## src/rtl/conv_window_fetcher.sv

```systemverilog
// Scan controller: walks every 5x5 output window of an image held in RAM, fetches one
// tile per window and hands it to the convolution stage over a valid/ready handshake.
module conv_window_fetcher #(
    localparam int K  = 5,
    parameter  int DW = 16,
    parameter  int AW = 16
) (
    input  logic              clk,
    input  logic              rst_n,
    input  logic              start,
    input  logic [AW-1:0]     base_addr,
    input  logic [AW-1:0]     img_width,
    input  logic [AW-1:0]     img_height,
    input  logic [1:0]        stride,
    output logic              ram_enable,
    output logic              ram_write,
    output logic [AW-1:0]     ram_address,
    output logic [AW-1:0]     ram_offset,
    input  logic              ram_finish,
    input  logic [K*K*DW-1:0] ram_data,
    output logic              win_valid,
    input  logic              win_ready,
    output logic [K*K*DW-1:0] win_data,
    output logic [AW-1:0]     win_row,
    output logic [AW-1:0]     win_col,
    output logic              win_last,
    output logic              busy,
    output logic              done,
    output logic              err
);

    typedef enum logic [1:0] {IDLE, FETCH, OUT, DONE} state_t;

    state_t        state, state_nx;
    logic [AW-1:0] cfg_w;
    logic [1:0]    cfg_stride;
    logic [AW-1:0] out_w, out_h;
    logic [AW-1:0] row, col;
    logic [AW-1:0] row_base, addr;
    logic [AW-1:0] stride_ext, row_step;
    logic          cfg_bad, last_col, last_row;

    // Number of window positions along one axis; stride is limited to 1..3.
    function automatic logic [AW-1:0] out_count(input logic [AW-1:0] len,
                                                input logic [1:0]    s);
        logic [AW-1:0] span;
        span = len - AW'(K);
        case (s)
            2'd1:    out_count = span + AW'(1);
            2'd2:    out_count = (span >> 1) + AW'(1);
            default: out_count = span / AW'(3) + AW'(1);
        endcase
    endfunction

    assign cfg_bad    = (img_width < AW'(K)) || (img_height < AW'(K)) || (stride == 2'd0);
    assign stride_ext = AW'(cfg_stride);
    assign row_step   = stride_ext * cfg_w;
    assign last_col   = (col == out_w - AW'(1));
    assign last_row   = (row == out_h - AW'(1));

    assign ram_enable  = (state == FETCH);
    assign ram_write   = 1'b0;
    assign ram_address = addr;
    assign ram_offset  = cfg_w;
    assign win_valid   = (state == OUT);
    assign win_row     = row;
    assign win_col     = col;
    assign win_last    = win_valid && last_row && last_col;
    assign busy        = (state != IDLE);
    assign done        = (state == DONE);

    always_ff @(posedge clk or negedge rst_n) begin
        if (!rst_n) begin
            state <= IDLE;
        end else begin
            state <= state_nx;
        end
    end

    always_comb begin
        state_nx = state;
        case (state)
            IDLE:    if (start) state_nx = cfg_bad ? DONE : FETCH;
            FETCH:   if (ram_finish) state_nx = OUT;
            OUT:     if (win_ready) state_nx = win_last ? DONE : FETCH;
            DONE:    state_nx = IDLE;
            default: state_nx = IDLE;
        endcase
    end

    always_ff @(posedge clk or negedge rst_n) begin
        if (!rst_n) begin
            cfg_w      <= '0;
            cfg_stride <= '0;
            out_w      <= '0;
            out_h      <= '0;
            row        <= '0;
            col        <= '0;
            row_base   <= '0;
            addr       <= '0;
            win_data   <= '0;
            err        <= 1'b0;
        end else begin
            case (state)
                IDLE: if (start) begin
                    cfg_w      <= img_width;
                    cfg_stride <= stride;
                    err        <= cfg_bad;
                    out_w      <= out_count(img_width, stride);
                    out_h      <= out_count(img_height, stride);
                    row        <= '0;
                    col        <= '0;
                    row_base   <= base_addr;
                    addr       <= base_addr;
                end
                FETCH: if (ram_finish) begin
                    win_data <= ram_data;
                end
                // Step to the next window only once the current tile has been taken.
                OUT: if (win_ready && !win_last) begin
                    if (!last_col) begin
                        col  <= col + AW'(1);
                        addr <= addr + stride_ext;
                    end else begin
                        col      <= '0;
                        row      <= row + AW'(1);
                        row_base <= row_base + row_step;
                        addr     <= row_base + row_step;
                    end
                end
                default: ;
            endcase
        end
    end

endmodule
```

## config.mk

```make
export PLATFORM = sky130hd
export DESIGN_NAME = conv_window_fetcher
export DESIGN_NICKNAME = d
export VERILOG_FILES = /design/src/rtl/conv_window_fetcher.sv
export SDC_FILE = /design/constraint.sdc
export NUM_CORES = 1
export LEC_CHECK = 0
export CAP_MARGIN = 20
export CORE_AREA = 2 2 360 362
export CTS_CLUSTER_DIAMETER = 150
export CTS_CLUSTER_SIZE = 40
export DETAILED_ROUTE_END_ITERATION = 10
export DIE_AREA = 0 0 362 364
export PLACE_DENSITY = 0.47
export REMOVE_ABC_BUFFERS = 1
export SYNTH_ARGS = -nofsm -noshare
export SYNTH_HDL_FRONTEND = slang
export SYNTH_SLANG_ARGS = --single-unit
```

## constraint.sdc

```tcl
create_clock -name clk -period 9.91 [get_ports clk]
set_clock_uncertainty 0.15 [all_clocks]
set_input_delay 1.982 -clock clk [delete_from_list [all_inputs] [get_ports clk]]
set_output_delay 1.982 -clock clk [all_outputs]
set_load 0.005 [all_outputs]
```

==> qor.csv <==
stage;metric;value;unit
power_and_ir_drop;sequentialPowerShare;0.337;
cells_and_area;syn_to_final_growth;43.9;%
yosys;synth_commonest_cells;517 x dfrtp_1, 405 x mux2_2, 292 x nand2_1;
global_routing;grt_max_degree;158;
flow_run;maxCapViolCount;0;
floorplan;core_area;128000;um2
critical_path;rr_worst_depth;23;
floorplan;rows;132;
placed_design;post-dp-hpwl;122;mm
yosys;yosys_most_used_dff;dfrtp_1;
global_routing;grt-ovfl-total;0;
clock_network;cts_tree;built;
critical_path;slowest_delay;0.66;ns
min_path;hold_path_depth;2;
floorplan;start_util;0.217;
yosys;yosysMostFrequentCell;dfrtp_1;
global_routing;grt_pass1_wl;201;mm
clock_network;cts_resized;0;
detailed_routing;totalWireLength;150;mm
yosys;async_reset_ff_frac;1.00;
yosys;yosysWarningCount;0;
detailed_routing;post_drt_wl_per_cell;28.8;um
critical_path;crit_cells;26;
yosys;avgSynthCellArea;10.6;um2
detailed_routing;post-route-drc-count;0;
placed_design;placed_cells;5142;
placed_design;placed_area;39100;um2
critical_path;crit_buf_inv;4;
yosys;synth_enable_flop_cells;0;
yosys;yosysTopAreaCellShare;0.465;
timing;worstMarginPinSlew;1.05;ns
critical_path;cp_slowest_cell;or4b_2;
global_routing;grtUsageTotal;0.218;
critical_path;cp.required;10.27;ns
power_and_ir_drop;p_switching;0.00456;W
clock_network;h-tree-depth;1;
floorplan;die_w;362;um
critical_path;cpLargestDelayFamily;simple AND/OR/NAND/NOR gates;
cells_and_area;fill_cells;13300;
timing;max_slew_margin;0.300;
timing;drv_slew;0;
global_routing;antenna_found_initial;66;
detailed_routing;vias_per_cell;4.70;
critical_path;crit_type;in -> reg;
timing;fin_setup_tns;0;ns
detailed_routing;drt_iter0_markers;1504;
timing;hold_viol_final;0;
floorplan;die_area;132000;um2
min_path;holdCritPathClass;reg -> reg;
power_and_ir_drop;p_int;0.00673;W
placed_design;place_congestion;0.905;
clock_network;cts.sinks;517;
cells_and_area;regArea;12900;um2
global_routing;grt_pass1_vias;23900;
clock_network;cts_max_path_buffers;3;
placed_design;port_buffers;924;
clock_network;cts_hold_buf;0;
power_and_ir_drop;p_leak;16.0;nW
cells_and_area;drive_gt1_frac;0.159;
power_and_ir_drop;vdd_drop_max;0.184;mV
power_and_ir_drop;clkPwrFrac;0.124;
floorplan;die_h;364;um
clock_network;cts_buffers;23;
yosys;yosys.area.top_type;dfrtp_1;
power_and_ir_drop;power.density;282;nW/um2
yosys;syn_area;27800;um2
critical_path;worstPathArrival;9.17;ns
detailed_routing;dr.pass1.iters;5;
critical_path;cp-start-kind;input pin;
yosys;ys_types;105;
cells_and_area;layoutNonFillerInstCount;5201;
timing;period_needed;8.81;ns
power_and_ir_drop;p_comb_frac;0.539;
clock_network;cts_setup_buffers;0;
floorplan;io_pins;926;
detailed_routing;dr_total_vias;24400;
critical_path;critPathMaxFanout;14;
timing;finalCritPeriodShare;0.889;
yosys;synthCells;2632;
power_and_ir_drop;switching_share;0.404;
power_and_ir_drop;power;0.0113;W
cells_and_area;num-nets-final;3996;
yosys;netlist_top_cells_area;dfrtp_1 47%, mux2_2 16%, nand2_1 3.9%;
clock_network;ctsRootBufferMaster;clkbuf_16;
outcome;outcome;finished, final reports clean;
cells_and_area;multi_input_area;14000;um2
yosys;ys_ff_latch;517;
detailed_routing;drtAntennaViolNets;0;
critical_path;cp-end-kind;flip-flop;
clock_network;clk_pin_slew_worst_paths;0.08;ns
timing;rsz0062_at_grt;no;
cells_and_area;stdcell_area;40000;um2
timing;finalSetupViolCount;0;
clock_network;clk_latency;0.65;ns
yosys;yosysSeqAreaShare;0.465;
timing;clock.fmax;114;MHz
[tightest hold or removal path: stages (launching register included)]
cell     delay, ns
dfrtp_1       0.36
nand2_1       0.06
o21ai_0       0.06
[state kept, by name (all words and copies together) (netlist names)]
signal and flops:
win_data 400, out_h 16, out_w 16, ram_address 16, ram_offset 16, row_base 16
win_col 16, win_row 16, cfg_stride 2, state 2, err 1
[worst paths after layout]
path                               start         endpoint  slack, ns
max                        img_height[0]        out_h[14]       1.10
min                            out_h[15]        out_h[15]       0.36
max reg2reg                cfg_stride[1]  ram_address[15]       4.66
min reg2reg                    out_h[15]        out_h[15]       0.36
max in group asynchronous          rst_n     win_data[77]       6.40
min in group asynchronous          rst_n    win_data[139]       1.06
[area by class of cell]
class	instances	area share
multi-input cells	1875	0.349
flip-flops and latches	517	0.323
repair buffers	980	0.243
well taps	1675	0.0523
clock buffers	23	0.0144
inverters	96	0.00900
clock inverters	15	0.00816
diodes	20	0.00125
[cells in the final DEF, fill, tap and decap left out, drive strengths merged, types with 62 or more instances in the layout]
master and instances:
xnor2 97, xor2 67, o21ai 149, inv 98, nand2 292, a21oi 79
clkdlybuf4s50 923, mux2 405, nand3 62, dfrtp 517, nor2 157
[power groups by stage]
stage	clock network, W	registers, W	logic, W
floorplan	0	0.00378	0.00273
global placement	0	0.00382	0.00619
detailed placement	0	0.00385	0.00617
CTS	0.00147	0.00381	0.00621
global route	0.00152	0.00394	0.00653
finish	0.00140	0.00381	0.00609
[logic make-up after synthesis]
logic type               share of synthesized area
buffers and inverters                       0.0339
XOR/XNOR                                    0.0538
flip-flops                                   0.465
adder cells (fa/ha/maj)                     0.0266
AO/OA/AOI/OAI                                0.129
multiplexers                                 0.168
AND/OR/NAND/NOR                              0.124
other                                     0.000135
[routing by layer]
layer / GRT usage / vias up / wire length, um
met1: 0.272 / 12300 / 62500
li1: - / 11200 / -
met4: 0.0467 / 34 / 3920
met5: 0 / - / 214
met3: 0.0836 / 162 / 14200
met2: 0.354 / 817 / 69000
[metrics by stage]
step / util / hold WS [ns] / setup WS (ns)
2_1_floorplan: - / 0.319 / -1.80
5_1_grt: 0.312 / 0.380 / 0.471
4_1_cts: 0.312 / 0.371 / 1.17
3_5_place_dp: 0.305 / 0.341 / 0.474
3_3_place_gp: 0.305 / 0.337 / 0.678
6_report: 0.312 / 0.362 / 1.10
Power figures use the tool's default switching activity.
